==> src/rtl/upcounter.sv <==
// Free-running binary up-counter with synchronous active-high reset.
// Advances by STEP per rising edge and wraps to zero past MAX_VALUE.
module upcounter #(
    parameter int unsigned      WIDTH       = 4,
    parameter logic [WIDTH-1:0] RESET_VALUE = '0,
    parameter logic [WIDTH-1:0] MAX_VALUE   = '1,
    parameter logic [WIDTH-1:0] STEP        = WIDTH'(1)
) (
    input  logic             clock,
    output logic [WIDTH-1:0] count,
    input  logic             reset
);

    logic [WIDTH-1:0] count_q;
    logic [WIDTH-1:0] count_d;
    logic [WIDTH:0]   sum;

    // One extra bit so a sum past 2^WIDTH-1 is seen before truncation.
    assign sum = {1'b0, count_q} + {1'b0, STEP};

    always_comb begin
        count_d = sum[WIDTH-1:0];
        if ((count_q >= MAX_VALUE) || (sum > {1'b0, MAX_VALUE})) begin
            count_d = '0;
        end
    end

    always_ff @(posedge clock) begin
        if (reset) begin
            count_q <= RESET_VALUE;
        end else begin
            count_q <= count_d;
        end
    end

    assign count = count_q;

endmodule

==> config.mk <==
export PLATFORM = sky130hd
export DESIGN_NAME = upcounter
export DESIGN_NICKNAME = d
export VERILOG_FILES = /design/src/rtl/upcounter.sv
export SDC_FILE = /design/constraint.sdc
export NUM_CORES = 1
export LEC_CHECK = 0
export CORE_AREA = 2 2 39 41
export DETAILED_ROUTE_END_ITERATION = 8
export DIE_AREA = 0 0 41 43
export GPL_TIMING_DRIVEN = 0
export PLACE_DENSITY = 0.39
export REMOVE_ABC_BUFFERS = 1
export SLEW_MARGIN = 25
export SYNTH_ARGS = -nofsm -noshare
export SYNTH_HDL_FRONTEND = slang
export SYNTH_SLANG_ARGS = --single-unit
==> constraint.sdc <==
create_clock -name clock -period 4.6 [get_ports clock]
set_clock_uncertainty 0.15 [all_clocks]
set_input_delay 0.69 -clock clock [delete_from_list [all_inputs] [get_ports clock]]
set_output_delay 0.69 -clock clock [all_outputs]
set_load 0.01 [all_outputs]
**Word level (Yosys, flattened, before mapping)**

Index checks and enable logic that the tools add are counted.

- Add/subtract/negate cells: 1
- $lt $le $gt $ge: 2
- Reduce and logical (&&, ||, !) cells: 2

Operator list:

| operator | number |
|---|---|
| $add 4x1->5 const B | 1 |
| $gt 5x4->1 const B | 1 |
| $ge 4x4->1 const B | 1 |
| $reduce_or 2->1 | 1 |
| $logic_or 1x1->1 | 1 |

- Register bits: 4
- Input port bits: 2
- Output and inout port bits: 4
- Word-level logic and storage cells: 6

**Logic depth before layout (Yosys ltp)**

- Depth in word-level cells: 4
- Gate-level depth with buffers: 5
- Mapped depth without buffers: 5

**Least setup slack after synthesis**

Ideal clock, no wire load.

- Path kind: flip-flop to flip-flop
- Start point: register count_q[0] (netlist: count[0])
- End point: register count_q[0] (netlist: count[0])
- Library setup time: 0.125 ns
- Arrival: 1.354 ns
- Required time: 4.325 ns
- Setup slack: 2.970 ns
- Cell stages (with the launch flop): 6
- Buffers on the path: 0
- Clock period less this slack: 1.630 ns
- Path through: dfxtp_1 inv_1 ha_1 or3_1 o21ai_1 nor2_1

- Word-level cells in the longest chain between the ends: 4
- Elaborated cells on any way between the ends: 5
- Those cells by class: 1 x add/sub; 2 x order compare; 2 x reduce/logical

RTL lines:

| element | line | text |
|---|---|---|
| start: declaration | 14 | `logic [WIDTH-1:0] count_q;` |
| start signal: assignment | 32 | `count_q <= count_d;` |
| $add 4x1->5 (*) | 19 | `assign sum = {1'b0, count_q} + {1'b0, STEP};` |
| named net sum[0] | 16 | `logic [WIDTH:0] sum;` |
| $gt 5x4->1 | 23 | `if ((count_q >= MAX_VALUE) \|\| (sum > {1'b0, MAX_VALUE})) begin` |
| $logic_or 1x1->1 | 23 |  |
| $reduce_or 2->1 (no line) | -- |  |

Mark *: on every way through the listed nets, which the timed path passes. The rest lies on a longest branch.
A chain may end at the register's enable or synchronous reset.

**Final worst setup path**

- Start point: register count_q[0] (netlist: count[0])
- End point: output count[0]

RTL lines:

| element | line | text |
|---|---|---|
| end: declaration | 10 | `output logic [WIDTH-1:0] count,` |

No word-level cell between the ends.

==> out/qor.csv <==
metric,value,unit
Syn Area/Cell,8.872,um^2
Clock power frac,42.2,%
synthesized cell area,195.2,um^2
crit path kind,reg -> out,
P_leak,0.1024,nW
CP Depth,1,
"Reg clk slew, reported paths",0.03,ns
Period minus WS final,2.101,ns
# Post-CTS Setup Buffers,0,
dpl cells,43,
DR pass1 iterations,3,
initial antenna violation count,0,
RSZ-0062 raised after global routing,false,
Core ar.,1384,um^2
antenna cells,0,
Final Net Count,36,
I/O pin total,6,
DR WL/cell,8.913,um
Yosys Warn Count,0,
P_int,0.07594,mW
crit-path max FO,8,
nature of the critical path endpoint,primary output,
layout cells sized above 1,10.00,%
global-route wire length before repair,745,um
Initial Util,14.10,%
Startpoint Class,flop,
final setup vio count,0,
Sw Pwr,0.02501,mW
Unique masters post-synth,15,
Post-Synthesis Cells,22,
GP Congestion,0.6002,
Synth-to-Final Area Change,47.44,%
sw frac,24.77,%
Final Non-Filler Cells,46,
H-tree levels,1,
Final TNS setup,0,ns
Tot Pwr,0.1009,mW
sequential fraction of the synthesis area,41.03,%
setup ws final,2.499,ns
via count,188,
VDD IR max,149.8,uV
final hold violation count,0,
Fmax,476.0,MHz
Reg2Reg Depth,5,
Clock Latency Late Sink,0.23,ns
CP Data Required Time,3.76,ns
Hold WS,0.3669,ns
post-CTS sizing,0,
CTS tree,done,
most area-consuming cells after synthesis,"dfxtp_1 (41%), ha_1 (13%), a31oi_1 (6.4%)",
Reg power frac,41.1,%
row cnt,14,
"most common cell after layout, fill and taps aside",clkdlybuf4s50_1,
max FFs per register,4,
PD cells,350.8,nW/um^2
cell family with most CP delay,buffers and inverters,
vias in the first global route,167,
DRT Wirelength,410,um
DP HPWL,285,um
WHS Path Cells,1,
Buf/Inv on CP,1,
die width,41,um
worst-path cell chain,clkdlybuf4s50_1,
post-synth top area cell,dfxtp_1,
DRC viols,0,
Worst-Margin Slew,0.2621,ns
CTS Root Cell,clkbuf_4,
DRT iter0 DRCs,2,
#FFs+latches synth,4,
"antenna viol nets, final",0,
Synth top area share,41.03,%
largest net degree at the start of global routing,9,
critical path's largest stage delay,0.59,ns
vias per inst,4.087,
crit share post-route,45.67,%
die height,43,um
total CTS buffers,3,
max_slew headroom,82.39,%
worst setup slack after placement,2.744,ns
status,"finished, final reports clean",
Sink Count,4,
most frequent cells in the layout,"clkdlybuf4s50_1 (5), dfxtp_1 (4), clkbuf_4 (3)",
port bufs,5,
"Slew Viols, Final",0,
GRT Overall Usage,7.028,%
clk buf depth,2,
"Slowest-stage cell, CP",clkdlybuf4s50_1,
"Hold-fix buffers, CTS",0,
"Data arrival, critical path",1.26,ns
Total Die Area,1763,um^2
Worst Hold Class,reg -> reg,
Max Cap Viol,0,
GRT overflow,0,
Comb power frac,16.7,%
-- cell usage after synthesis --
master and n:
nand4_1 1, dfxtp_1 4, a21oi_1 1, a211oi_1 1, inv_1 2, o21ai_0 1, or3_1 1, o21ai_1 1
ha_1 2, nand3_1 1, a31oi_1 2, a211o_1 1, xnor2_1 1, nor3_1 1, nor2_1 2
-- cell families (layout without fill, tap and decap cells) --
| kind of cell | Yosys count | in the layout | share of synthesized area, % |
|---|---|---|---|
| AO/OA/AOI/OAI | 7 | 7 | 22.43 |
| flip-flops | 4 | 4 | 41.03 |
| adder cells (fa/ha/maj) | 2 | 2 | 12.82 |
| buffers and inverters | 2 | 10 | 3.848 |
| XOR/XNOR | 1 | 1 | 4.488 |
| AND/OR/NAND/NOR | 6 | 6 | 15.39 |
-- metal layers --
metal / wire, um / global-route usage [%] / vias to the layer above
met5: 0 / 0 / -
met4: 4 / 2.000 / 0
met3: 70 / 9.424 / 2
met2: 115 / 5.625 / 9
met1: 219 / 9.968 / 79
li1: - / - / 98
-- worst paths after layout --
path                            slack, ns                   to                start
worst max-delay path                 2.50             count[0]  count[0]$_SDFF_PP0_
worst min-delay path                 0.37  count[0]$_SDFF_PP0_  count[0]$_SDFF_PP0_
worst max register to register       2.92  count[0]$_SDFF_PP0_  count[0]$_SDFF_PP0_
worst min register to register       0.37  count[0]$_SDFF_PP0_  count[0]$_SDFF_PP0_
-- cell type report --
type	count	area, um^2
inverter	2	7.507
fill	152	1096
multi-input combinational	16	107.6
clock buffer	3	22.52
tap	16	20.02
sequential	4	80.08
timing repair buffer	5	50.05
-- power groups by stage --
stage / Sequential [mW] / Combinational (mW) / Clock [mW]
after floorplan: 0.0424 / 0.00836 / 0
after global placement: 0.0418 / 0.0169 / 0
after detailed placement: 0.0419 / 0.0171 / 0
after CTS: 0.0415 / 0.0171 / 0.0459
after global routing: 0.0421 / 0.0190 / 0.0495
final: 0.0415 / 0.0169 / 0.0426
-- stage by stage --
| step | util, % | instance area [um^2] |
|---|---|---|
| finish | 20.80 | 287.8 |
| CTS | 20.80 | 287.8 |
| global placement | 19.17 | 265.3 |
| detailed placement | 19.17 | 265.3 |
| floorplan | - | 195.2 |
| global route | 20.80 | 287.8 |
Note: power is estimated with default switching activity, not from simulation.
